==> config.mk <==
export PLATFORM = sky130hd
export DESIGN_NAME = sc_random_arbiter
export DESIGN_NICKNAME = d
export VERILOG_FILES = /design/src/rtl/sc_random_pkg.sv /design/src/rtl/sc_rr_picker.sv /design/src/rtl/sc_random_arbiter.sv
export SDC_FILE = /design/constraint.sdc
export NUM_CORES = 1
export LEC_CHECK = 0
export ABC_AREA = 1
export CAP_MARGIN = 20
export CORE_AREA = 2 2 104 106
export CTS_BUF_LIST = sky130_fd_sc_hd__clkbuf_4 sky130_fd_sc_hd__clkbuf_8 sky130_fd_sc_hd__clkbuf_16
export DETAILED_ROUTE_END_ITERATION = 8
export DIE_AREA = 0 0 106 108
export HOLD_SLACK_MARGIN = 0.06
export REMOVE_ABC_BUFFERS = 1
export SYNTH_ARGS = -nofsm -noshare
export SYNTH_HDL_FRONTEND = slang
export SYNTH_SLANG_ARGS = --single-unit
==> constraint.sdc <==
create_clock -name SC_RANDOM_ARBITER_CLOCK_50 -period 5.7 [get_ports SC_RANDOM_ARBITER_CLOCK_50]
set_input_delay 0.855 -clock SC_RANDOM_ARBITER_CLOCK_50 [delete_from_list [all_inputs] [get_ports SC_RANDOM_ARBITER_CLOCK_50]]
set_output_delay 0.855 -clock SC_RANDOM_ARBITER_CLOCK_50 [all_outputs]
set_load 0.005 [all_outputs]
==> src/rtl/sc_random_pkg.sv <==
// Shared state encoding, default parameters and sizing helpers
// for the random-word round-robin arbiter.
package sc_random_pkg;

  localparam int DEF_DATAWIDTH = 8;
  localparam int DEF_NUM_REQ   = 4;
  localparam int DEF_HOLDOFF   = 2;
  localparam int DEF_TIMEOUT   = 255;

  typedef enum logic [1:0] {
    IDLE  = 2'b00,
    GRANT = 2'b01,
    HOLD  = 2'b10
  } arb_state_t;

  function automatic int cnt_width(
    input int holdoff,
    input int timeout
  );
    int m;
    m = (holdoff > timeout) ? holdoff : timeout;
    return (m > 0) ? $clog2(m + 1) : 1;
  endfunction

  function automatic int idx_width(input int n);
    return (n > 1) ? $clog2(n) : 1;
  endfunction

  // Priority distance of requester j when the search starts at last+1.
  function automatic int rr_dist(
    input int j,
    input int last,
    input int n
  );
    int d;
    d = j - last - 1;
    if (d < 0) d = d + n;
    return d;
  endfunction

endpackage

==> src/rtl/sc_rr_picker.sv <==
// Combinational round-robin picker: one-hot winner of the requests,
// searching from last_winner+1 and wrapping to 0.
module sc_rr_picker
  import sc_random_pkg::*;
#(
  parameter int NUM_REQ = DEF_NUM_REQ,
  parameter int IW      = idx_width(NUM_REQ)
) (
  input  logic [NUM_REQ-1:0] i_req,
  input  logic [IW-1:0]      i_last,
  output logic [NUM_REQ-1:0] o_grant,
  output logic               o_any
);

  int w_best;
  int w_dist;

  always_comb begin
    w_best  = NUM_REQ;
    w_dist  = 0;
    o_grant = '0;
    for (int j = 0; j < NUM_REQ; j++) begin
      w_dist = rr_dist(j, int'(i_last), NUM_REQ);
      if (i_req[j] && (w_dist < w_best)) w_best = w_dist;
    end
    for (int j = 0; j < NUM_REQ; j++) begin
      w_dist     = rr_dist(j, int'(i_last), NUM_REQ);
      o_grant[j] = i_req[j] && (w_dist == w_best);
    end
    o_any = |i_req;
  end

endmodule

==> src/rtl/sc_random_arbiter.sv <==
// Round-robin arbiter that hands each winner a random word latched
// from an external LFSR, with release holdoff and grant timeout.
module sc_random_arbiter
  import sc_random_pkg::*;
#(
  parameter int DATAWIDTH = DEF_DATAWIDTH,
  parameter int NUM_REQ   = DEF_NUM_REQ,
  parameter int HOLDOFF   = DEF_HOLDOFF,
  parameter int TIMEOUT   = DEF_TIMEOUT
) (
  input  logic                 SC_RANDOM_ARBITER_CLOCK_50,
  input  logic                 SC_RANDOM_ARBITER_RESET_InHigh,
  input  logic [DATAWIDTH-1:0] SC_RANDOM_ARBITER_rand_InBUS,
  input  logic [NUM_REQ-1:0]   SC_RANDOM_ARBITER_req_InBUS,
  output logic [NUM_REQ-1:0]   SC_RANDOM_ARBITER_grant_OutBUS,
  output logic [DATAWIDTH-1:0] SC_RANDOM_ARBITER_data_OutBUS,
  output logic                 SC_RANDOM_ARBITER_valid_Out,
  output logic                 SC_RANDOM_ARBITER_timeout_Out
);

  localparam int CW = cnt_width(HOLDOFF, TIMEOUT);
  localparam int IW = idx_width(NUM_REQ);
  // A zero timeout still grants for one cycle.
  localparam logic [CW-1:0] TO_LOAD =
    (TIMEOUT > 0) ? CW'(TIMEOUT) : CW'(1);
  localparam logic [CW-1:0] HO_LOAD = CW'(HOLDOFF);
  localparam logic [CW-1:0] CNT_ONE = CW'(1);

  arb_state_t           r_state;
  logic [CW-1:0]        r_cnt;
  logic [IW-1:0]        r_last;
  logic [NUM_REQ-1:0]   r_block;
  logic [NUM_REQ-1:0]   r_grant;
  logic [DATAWIDTH-1:0] r_data;
  logic                 r_valid;
  logic                 r_timeout;

  logic [NUM_REQ-1:0]   w_req_ok;
  logic [NUM_REQ-1:0]   w_pick;
  logic                 w_any;
  logic [IW-1:0]        w_pick_idx;
  logic                 w_win_req;

  assign w_req_ok  = SC_RANDOM_ARBITER_req_InBUS & ~r_block;
  assign w_win_req = |(SC_RANDOM_ARBITER_req_InBUS & r_grant);

  sc_rr_picker #(
    .NUM_REQ (NUM_REQ),
    .IW      (IW)
  ) u_picker (
    .i_req   (w_req_ok),
    .i_last  (r_last),
    .o_grant (w_pick),
    .o_any   (w_any)
  );

  always_comb begin
    w_pick_idx = '0;
    for (int j = 0; j < NUM_REQ; j++) begin
      if (w_pick[j]) w_pick_idx = IW'(j);
    end
  end

  always_ff @(posedge SC_RANDOM_ARBITER_CLOCK_50 or
              posedge SC_RANDOM_ARBITER_RESET_InHigh) begin
    if (SC_RANDOM_ARBITER_RESET_InHigh) begin
      r_state   <= IDLE;
      r_cnt     <= '0;
      r_last    <= IW'(NUM_REQ - 1);
      r_block   <= '0;
      r_grant   <= '0;
      r_data    <= '0;
      r_valid   <= 1'b0;
      r_timeout <= 1'b0;
    end else begin
      r_timeout <= 1'b0;
      // A timed-out requester stays blocked until it drops req.
      r_block   <= r_block & SC_RANDOM_ARBITER_req_InBUS;
      unique case (r_state)
        IDLE: begin
          if (w_any) begin
            r_state <= GRANT;
            r_grant <= w_pick;
            r_valid <= 1'b1;
            r_data  <= SC_RANDOM_ARBITER_rand_InBUS;
            r_cnt   <= TO_LOAD;
            r_last  <= w_pick_idx;
          end
        end
        GRANT: begin
          if (!w_win_req || (r_cnt <= CNT_ONE)) begin
            r_grant <= '0;
            r_valid <= 1'b0;
            if (w_win_req) begin
              r_timeout <= 1'b1;
              r_block   <= (r_block & SC_RANDOM_ARBITER_req_InBUS)
                           | r_grant;
            end
            if (HOLDOFF == 0) begin
              r_state <= IDLE;
              r_cnt   <= '0;
            end else begin
              r_state <= HOLD;
              r_cnt   <= HO_LOAD;
            end
          end else begin
            r_cnt <= r_cnt - CNT_ONE;
          end
        end
        HOLD: begin
          if (r_cnt <= CNT_ONE) begin
            r_state <= IDLE;
            r_cnt   <= '0;
          end else begin
            r_cnt <= r_cnt - CNT_ONE;
          end
        end
        default: begin
          r_state <= IDLE;
          r_cnt   <= '0;
          r_grant <= '0;
          r_valid <= 1'b0;
        end
      endcase
    end
  end

  assign SC_RANDOM_ARBITER_grant_OutBUS = r_grant;
  assign SC_RANDOM_ARBITER_data_OutBUS  = r_data;
  assign SC_RANDOM_ARBITER_valid_Out    = r_valid;
  assign SC_RANDOM_ARBITER_timeout_Out  = r_timeout;

endmodule

==> results.tsv <==
stage	metric	value	unit
floorplan	design.core.area	10230	µm²
drt	wire_per_inst	12.76	µm
timing	finalHoldViolations	0	
floorplan	io_pins	28	
clock_network	cts-root-buf	clkbuf_8	
floorplan	die-area	11450	µm²
yosys	synth_flop_cell	dfrtp_1	
clock_network	clkLatencyLatePin	0.28	ns
worst_setup_path	cp-startpoint	r_last[1]	
yosys	synth_most_common_cell	nand2_1	
clock_network	cts_tree	yes	
drt	dr.pass1.iters	5	
worst_setup_path	cp_slowest_cell	dfstp_2	
yosys	synth_top_area_cell	ha_1	
worst_setup_path	cp-endpoint	SC_RANDOM_ARBITER_grant_OutBUS[2]	
clock_network	cts_buffers	5	
yosys	yosysWarnings	0	
drt	drt_wl_total	11010	µm
global_routing	grt_antenna_before_repair	0	
drt	ant_nets	0	
timing	final-max-slew-violation-count	0	
finish	diodes	0	
clock_network	clk_path_buf_depth	2	
clock_network	cts.sinks	30	
floorplan	fp.dieH	108	µm
yosys	synth_cell_type_count	45	
floorplan	start_util	0.3970	
job	cap_violations	0	
worst_setup_path	reg2reg_depth	47	
worst_setup_path	slowest_delay	0.55	ns
worst_setup_path	rrSetupSlack	-0.32	ns
timing	worst_slew_pin_slew	0.8311	ns
timing	skew	0.006407	ns
status	outcome	complete, but fails checks	
worst_setup_path	crit_fanout	6	
yosys	synth-seq-cells	30	
finish	num-fill-cells	918	
worst_setup_path	start_kind	flip-flop	
status	violations	negative setup slack	
placement	placed_area	5076	µm²
yosys	synth_commonest_cells	150 x nand2_1, 92 x ha_1, 73 x inv_1, 55 x nor2_1, 30 x o21ai_0	
worst_setup_path	reg2reg_to	SC_RANDOM_ARBITER_grant_OutBUS[2]	
timing	setup_ws	-0.3196	ns
placement	gp_congestion	0.8919	
worst_setup_path	critical_path_required	5.92	ns
worst_setup_path	criticalPathCategory	flip-flop to flip-flop	
worst_setup_path	cp-end-kind	flip-flop	
yosys	syn_avg_cell_area	7.100	µm²
timing	fin_crit	6.020	ns
global_routing	grt_pass1_wl	18670	µm
worst_setup_path	critPathTopFamily	simple AND/OR/NAND/NOR gates	
global_routing	grt-ovfl-total	0	
worst_setup_path	crit_cells	47	
timing	rsz0062_at_grt	yes	
global_routing	grt_pass1_vias	4203	
yosys	ys_async_sr_fraction	1.000	
finish	syn2layout_area_growth	45.04	%
clock_network	htreeDepth	2	
floorplan	die_w	106	µm
finish	final_cells	863	
finish	drive_gt1_frac	0.2820	
timing	max_freq	166.1	MHz
clock_network	clk_pin_slew	0.07	ns
finish	nets	834	
drt	viasPerCell	4.834	
placement	placedCellCount	826	
global_routing	grt_max_degree	31	
yosys	synth_seq_area_share	0.1855	
yosys	yosys-top-cells-area	ha_1 28%, dfrtp_1 17%, nand2_1 14%	
worst_setup_path	rr_startpoint	r_last[1]	
timing	max_slew_margin	0.4459	
drt	drt_iter0_drc	148	
yosys	synth.top_cell.area_share	0.2834	
placement	numPortBuffers	27	
drt	drcViolationCount	0	
yosys	syn_inst	572	
floorplan	rows	37	
worst_setup_path	crit_arrival	6.24	ns
timing	whs	0.4759	ns
worst_setup_path	crit_buf_inv	11	
drt	vias	4172	
global_routing	grtUsageTotal	0.1970	
min_path	min_path_type	flip-flop to flip-flop	
timing	setup_viol	6	
timing	fin_crit_sh	1.056	
yosys	syn_area	4061	µm²
placement	hpwlAfterDp	8427	µm
finish	finalInstanceArea	5891	µm²
yosys	synth_edf_count	0	
==> per-stage QoR <==
stage,util,setup slack [ns],setup TNS (ns)
2_1_floorplan,-,-0.7842,-4.169
3_3_place_gp,0.4961,-0.8071,-4.356
3_5_place_dp,0.4961,-1.030,-5.670
4_1_cts,0.5548,-0.3501,-1.631
5_1_grt,0.5758,-0.7575,-4.046
6_report,0.5758,-0.3196,-1.521
==> placed cells by master, fill, tap and decap left out, drive strengths merged, types with 6 or more instances in the layout <==
cell type | Yosys | final
nor3 | 7 | 7
a21oi | 28 | 28
nand2 | 158 | 158
o21ai | 34 | 34
inv | 76 | 76
conb | 2 | 34
buf | 2 | 95
dfrtp | 28 | 28
nand3 | 30 | 30
xor2 | 6 | 6
ha | 92 | 92
nand4 | 14 | 14
nor2 | 57 | 57
clkdlybuf4s50 | 0 | 26
clkbuf | 5 | 7
==> cell type report <==
cell class                      instances  area, µm²  area share
Sequential cell                        30      753.2      0.1279
Clock buffer                            6      82.58     0.01402
Tap cell                              136      170.2     0.02889
Clock inverter                          2      12.51    0.002124
Timing Repair Buffer                  122       1023      0.1737
Inverter                               76      302.8     0.05140
Multi-Input combinational cell        491       3546      0.6020
==> flip-flops by register name, summed over array words and instances, names as in the netlist <==
signal,cells
SC_RANDOM_ARBITER_data_OutBUS,8
r_cnt,8
SC_RANDOM_ARBITER_grant_OutBUS,4
r_block,4
r_last,2
r_state,2
SC_RANDOM_ARBITER_timeout_Out,1
SC_RANDOM_ARBITER_valid_Out,1
==> tightest hold or removal path, cell delays in order (launching register included) <==
cell and delay (ns):
dfrtp_1 0.35, nand2_1 0.05, nand2_1 0.05
==> layer usage <==
layer  part of all wire  GRT usage  vias up
met5                  0          0        -
met4              0.015    0.04981        0
met3              0.030    0.02170       17
met2               0.51     0.3719       78
met1               0.45     0.2385     1923
li1                   -          -     2154
==> how the worst min path moves through the flow <==
stage                     depth (start not counted)                              from                          endpoint
after floorplan                                   2                        r_block[2]                        r_block[2]
after global placement                            2  SC_RANDOM_ARBITER_data_OutBUS[1]  SC_RANDOM_ARBITER_data_OutBUS[1]
after detailed placement                          2  SC_RANDOM_ARBITER_data_OutBUS[0]  SC_RANDOM_ARBITER_data_OutBUS[0]
after CTS                                         2  SC_RANDOM_ARBITER_data_OutBUS[4]  SC_RANDOM_ARBITER_data_OutBUS[4]
after global routing                              2  SC_RANDOM_ARBITER_data_OutBUS[1]  SC_RANDOM_ARBITER_data_OutBUS[1]
final                                             2  SC_RANDOM_ARBITER_data_OutBUS[1]  SC_RANDOM_ARBITER_data_OutBUS[1]
==> what timing repair did <==
item,in CTS,in global routing
pin swaps,47,44
endpoints found under the setup margin,6,6
gates resized for setup,80,41
hold buffers,0,0
setup buffers,23,7
==> kinds of logic (layout without fill, tap and decap cells) <==
| family | Yosys count | count (layout) | synth area share |
|---|---|---|---|
| AOI/OAI and AO/OA | 80 | 80 | 0.1124 |
| xor gates and xnor gates | 7 | 7 | 0.01510 |
| adders and majority gates | 94 | 94 | 0.2933 |
| buffers and inverters | 83 | 206 | 0.08041 |
| DFF | 30 | 30 | 0.1855 |
| muxes | 3 | 3 | 0.008317 |
| other | 2 | 34 | 0.001849 |
| and+or+nand+nor | 273 | 273 | 0.3031 |
Power is left out: the tool's default activity adds up to more than one toggle a clock period on the data nets, which glitch-free logic cannot reach.
==> patch 1 (same settings) <==
The 3 states of `arb_state_t` get a one-hot encoding in 3 bits.
--- a/src/rtl/sc_random_pkg.sv
+++ b/src/rtl/sc_random_pkg.sv
@@ -9,6 +9,6 @@
 
-  typedef enum logic [1:0] {
-    IDLE  = 2'b00,
-    GRANT = 2'b01,
-    HOLD  = 2'b10
+  typedef enum logic [2:0] {
+    IDLE  = 3'b001,
+    GRANT = 3'b010,
+    HOLD  = 3'b100
   } arb_state_t;
Function: no difference found for any inputs over 10 cycles, from zero or initial values and one cycle with SC_RANDOM_ARBITER_RESET_InHigh high; not proved beyond that.
==> patch 1 against the original RTL <==
Routed wire length increased by 1.8%. Setup slack improved by 120 ps. The flow still finishes with violations (setup timing). Count of clock-buffer cells in the layout up 1. Synthesized area grew 0.59%. Sequential cell count rose by 1. Highest routed layer unchanged. Critical path type unchanged. Critical endpoint is now SC_RANDOM_ARBITER_grant_OutBUS[1]. Design area down 0.64%. Global-route usage is 0.69 points higher.
Power is not shown: default switching activity piles up to over one toggle a cycle in this logic, so the estimate is an artifact.
==> patch 1: results (changes against the original RTL) <==
- Commonest cells post-synth: nand2_1 (146), ha_1 (90), inv_1 (73)
- Status: finished, violations left
- Largest cells by area after synthesis: ha_1 (28%), dfrtp_1 (17%), nand2_1 (13%)
- Global-route wire length before repair: 19200 microns (+3.0%)
- Final setup fails: 6 (unchanged)
- Vias in the first global route: 4256 (+1.3%)
- Fill cells: 920 (+0.22%)
- Min-Delay Path Class: reg -> reg
- Final Skew: 8.34 ps (+1.94 ps)
- CTS H-tree depth: 2 (unchanged)
- Layout cells sized above 1: 0.280 (-0.00187)
- TNS Setup: -989 ps (+532 ps)
- CP top delay family: simple AND/OR/NAND/NOR gates
- CTS root buf: clkbuf_8
- Routed via count: 4198 (+0.62%)
- # hold bufs at CTS: 0 (unchanged)
- Ys async rst share: 1.00 (unchanged)
- Sequential element share of the synthesized area: 0.191 (+0.00535)
- Final net count: 819 (-1.8%)
- Synth cell types: 43 (-4.4%)
- CTS buffer count: 5 (unchanged)
- Worst-margin pin slew: 802 ps (-29.2 ps)
- Antenna diode count: 0 (unchanged)
- Clk_lat worst skew: a little under 300 ps
- Per-cell routed wire length: 13.2 microns (+3.4%)
- Final WS setup: -199 ps (+120 ps)
- Total GRT Usage: 0.204 (+0.00694)
- Final Max Slew Viols: 0 (unchanged)
- Largest net degree at the start of global routing: 32 (+3.2%)
- Clock Path Buffers: 2 (unchanged)
- Synth Flop Type: dfrtp_1
- Slowest CP cell: dfstp_2
- Reg clk slew, reported paths: 70 ps (about the same)
- Gpl congestion: 0.909 (+1.9%)
- Failing checks: setup timing
- Antenna violations before repair: 0 (unchanged)
- HPWL after DPL: 8260 microns (-2.0%)
- Crit-path max cell delay: around 540 ps
- DRT Pass-1 Iters: 4 (-1)
- Yosys warns: 0 (unchanged)
- Drt initial violations: 228 (+54%)
- I/O Buffers: 27 (unchanged)
- CP Max Fanout: 8 (+2)
- WP data arrival: 6110 ps (-130 ps)
==> patch 1: cell count changes after synthesis, moves of 3 or more <==
cell / change
o21ai_0: -4
a21oi_1: +6
nand3b_1: -3
nand2_1: -4
nand3_1: +5
==> patch 1: cell type report <==
cell class	count	area share
clock buffers	7	0.0143
clock inverters	1	0.000855
inverters	78	0.0526
multi-input cells	490	0.612
flip-flops and latches	31	0.133
well taps	136	0.0291
repair buffers	107	0.158
==> patch 1: metrics by stage <==
stage	instance area, sq um	std cells	hold WS [ps]	worst slack, ps
after CTS	5720	845	480	-68.4
after floorplan	4150	598	452	-486
after detailed placement	5030	820	462	-719
after global routing	5850	850	514	-608
after global placement	5030	820	454	-553
final	5850	850	478	-199
==> patch 1: worst register-to-register path: cells and delay by family (launching register included) <==
kind | cells | cell delay, ps
buf+inv | 8 | 960
flops | 1 | 540
fa+ha+maj | 4 | 970
compound gates | 9 | 1120
simple gates | 23 | 2250
==> patch 1: final timing paths <==
check | startpoint | endpoint | slack, ps | cells after the start
max in group asynchronous | SC_RANDOM_ARBITER_RESET_InHigh | r_state[0] | 4430 | 3
min | SC_RANDOM_ARBITER_valid_Out | SC_RANDOM_ARBITER_valid_Out | 480 | 2
min in group asynchronous | SC_RANDOM_ARBITER_RESET_InHigh | r_block[2] | 950 | 3
min reg2reg | SC_RANDOM_ARBITER_valid_Out | SC_RANDOM_ARBITER_valid_Out | 480 | 2
max reg2reg | r_last[1] | SC_RANDOM_ARBITER_grant_OutBUS[1] | -200 | 44
max | r_last[1] | SC_RANDOM_ARBITER_grant_OutBUS[1] | -200 | 44
==> patch 1: kinds of logic (layout without fill, tap and decap cells) <==
kind of cell / count (synthesis) / after routing / share of synthesized area
xor+xnor: 9 / 9 / 0.0193
flops: 31 / 31 / 0.191
mux: 2 / 2 / 0.00551
simple gates: 268 / 269 / 0.289
fa+ha+maj: 92 / 92 / 0.285
other cells: 2 / 32 / 0.00184
buf+inv: 86 / 193 / 0.0842
compound gates: 86 / 86 / 0.123
==> patch 1: metal layers <==
layer  wire (microns)  global-route usage  vias up
met1             5210               0.258     1945
met3              416              0.0277       15
li1                 -                   -     2150
met4              146              0.0470        0
met5                0                   0        -
met2             5440               0.370       88
==> patch 1: timing repair <==
action / 4_1_cts / 5_1_grt
gates cloned: 1 / 0
setup buffers: 16 / 5
resized for setup: 91 / 27
endpoints found under the setup margin: 6 / 6
pin swaps: 51 / 31
==> patch 2 (same settings) <==
Without the edit above. `DEF_TIMEOUT`: 255 -> 510.
--- a/src/rtl/sc_random_pkg.sv
+++ b/src/rtl/sc_random_pkg.sv
@@ -7,3 +7,3 @@
   localparam int DEF_HOLDOFF   = 2;
-  localparam int DEF_TIMEOUT   = 255;
+  localparam int DEF_TIMEOUT   = 510;
 
Formal check against the unedited RTL: same outputs for any inputs over 10 cycles, from zero or initial values and one cycle with SC_RANDOM_ARBITER_RESET_InHigh high; that may be too few to reach the edited logic, so the function may still have changed.
==> patch 2 against the original RTL <==
The run still ends with setup timing left. Routed wire length up 11%. Die area unchanged. Design area increased by 6.2%. Sequential cell count up 1. Global-route usage up 1.6 points. Critical path depth down 3. Setup slack better by 300 ps. Clock skew increased by 2.6 ps. Synthesized area up 6.9%. Non-clock buffer count grew 1.
Power is left out: the tool's default activity adds up to more than one toggle a clock period on the data nets, which glitch-free logic cannot reach.
==> patch 2: results (changes against the original RTL) <==
- Drt initial violations: 153 (+3.4%)
- Largest net degree at the start of global routing: 32 (+3.2%)
- Failing checks: setup timing
- Placed cells: 886 (+7.3%)
- DRT Pass-1 Iters: 5 (unchanged)
- HPWL after DPL: 8920 microns (+5.8%)
- Total GRT Usage: 0.213 (+0.0157)
- Syn avg cell area: 6.85 sq um (-3.6%)
- DRT met1 WL: 5400 microns (+10%)
- Global-route wire length before repair: 19900 microns (+6.4%)
- Status: finished, violations left
- Commonest cells post-synth: nand2_1 (178), ha_1 (98), inv_1 (91)
- Slowest CP cell: dfstp_2
- Fill cells: 932 (+1.5%)
- Gpl congestion: 0.947 (+6.2%)
- Final net count: 905 (+8.5%)
- WP data arrival: 5940 ps (-300 ps)
- Final WS setup: -22.2 ps (+297 ps)
- DR vias/cell: 4.90 (+1.4%)
- CTS buffer count: 5 (unchanged)
- Post-synthesis mux area share: 0 (-0.00832)
- Final Skew: 9.05 ps (+2.64 ps)
- Post-Synth Adder-Cell Area: 0.292 (-0.00164)
- Synth cell types: 40 (-11%)
- DR WL met2: 5840 microns (+4.1%)
- Routed wl met3: 574 microns (+74%)
- Worst-margin pin slew: 797 ps (-34.0 ps)
- Layout cells sized above 1: 0.278 (-0.00420)
- Synth Area in XOR/XNOR: 0.0182 (+0.00306)
- Crit-path max cell delay: 530 ps (-20 ps)
- Compound-Gate Fraction of Synth Area: 0.112 (-0.000342)
- Routed via count: 4548 (+9.0%)
- Largest cells by area after synthesis: ha_1 (28%), dfrtp_1 (17%), nand2_1 (15%)
- Final setup fails: 2 (-4)
- Post-placement cell area: 5340 sq um (+5.3%)
patch 2: layout make-up:
cell class / count / area (sq um) / share of cell area
Multi-Input combinational cell: 531 / 3770 / 0.603
Timing Repair Buffer: 123 / 1040 / 0.166
Sequential cell: 31 / 778 / 0.124
Inverter: 99 / 407 / 0.0650
Tap cell: 136 / 170 / 0.0272
Clock buffer: 6 / 76.3 / 0.0122
Clock inverter: 2 / 12.5 / 0.00200
patch 2: repair_timing:
action,CTS,global route
setup endpoints to repair,6,6
pin swaps,32,50
gates cloned,0,0
hold buffers,0,0
setup buffers,30,9
gates resized for setup,56,86
patch 2: cells by family (layout without fill, tap and decap cells):
logic type,count (synthesis),in the layout
compound gates,86,86
other cells,2,39
xor+xnor,9,9
simple gates,297,297
buf+inv,109,230
flops,31,31
fa+ha+maj,100,100
patch 2: worst paths after layout:
kind	start	to	slack, ps	depth (start not counted)
hold reg to reg	SC_RANDOM_ARBITER_data_OutBUS[2]	SC_RANDOM_ARBITER_data_OutBUS[2]	490	2
hold / removal	SC_RANDOM_ARBITER_data_OutBUS[2]	SC_RANDOM_ARBITER_data_OutBUS[2]	490	2
setup reg to reg	r_last[1]	r_last[1]	-20	44
max in group asynchronous	SC_RANDOM_ARBITER_RESET_InHigh	r_last[0]	4430	3
min in group asynchronous	SC_RANDOM_ARBITER_RESET_InHigh	SC_RANDOM_ARBITER_data_OutBUS[2]	940	3
setup / recovery	r_last[1]	r_last[1]	-20	44
patch 2: metal layers:
metal | track usage | up-vias
met1 | 0.261 | 2047
met4 | 0.0714 | 0
met3 | 0.0295 | 41
met2 | 0.383 | 132
met5 | 0 | -
li1 | - | 2328
patch 2: worst max-delay path: cells and delay by family, from the launching register on:
| family | cells | cell delay (ps) |
|---|---|---|
| AOI/OAI and AO/OA | 10 | 1300 |
| buffers and inverters | 9 | 1020 |
| and+or+nand+nor | 21 | 2050 |
| DFF | 1 | 530 |
| adders and majority gates | 4 | 740 |
patch 2: metrics by stage:
stage	util	setup slack (ps)	setup TNS (ps)
after CTS	0.572	3.15	0
after global routing	0.612	-422	-2010
after global placement	0.522	-809	-3920
final	0.612	-22.2	-31.5
after floorplan	-	-400	-1930
after detailed placement	0.522	-829	-4340
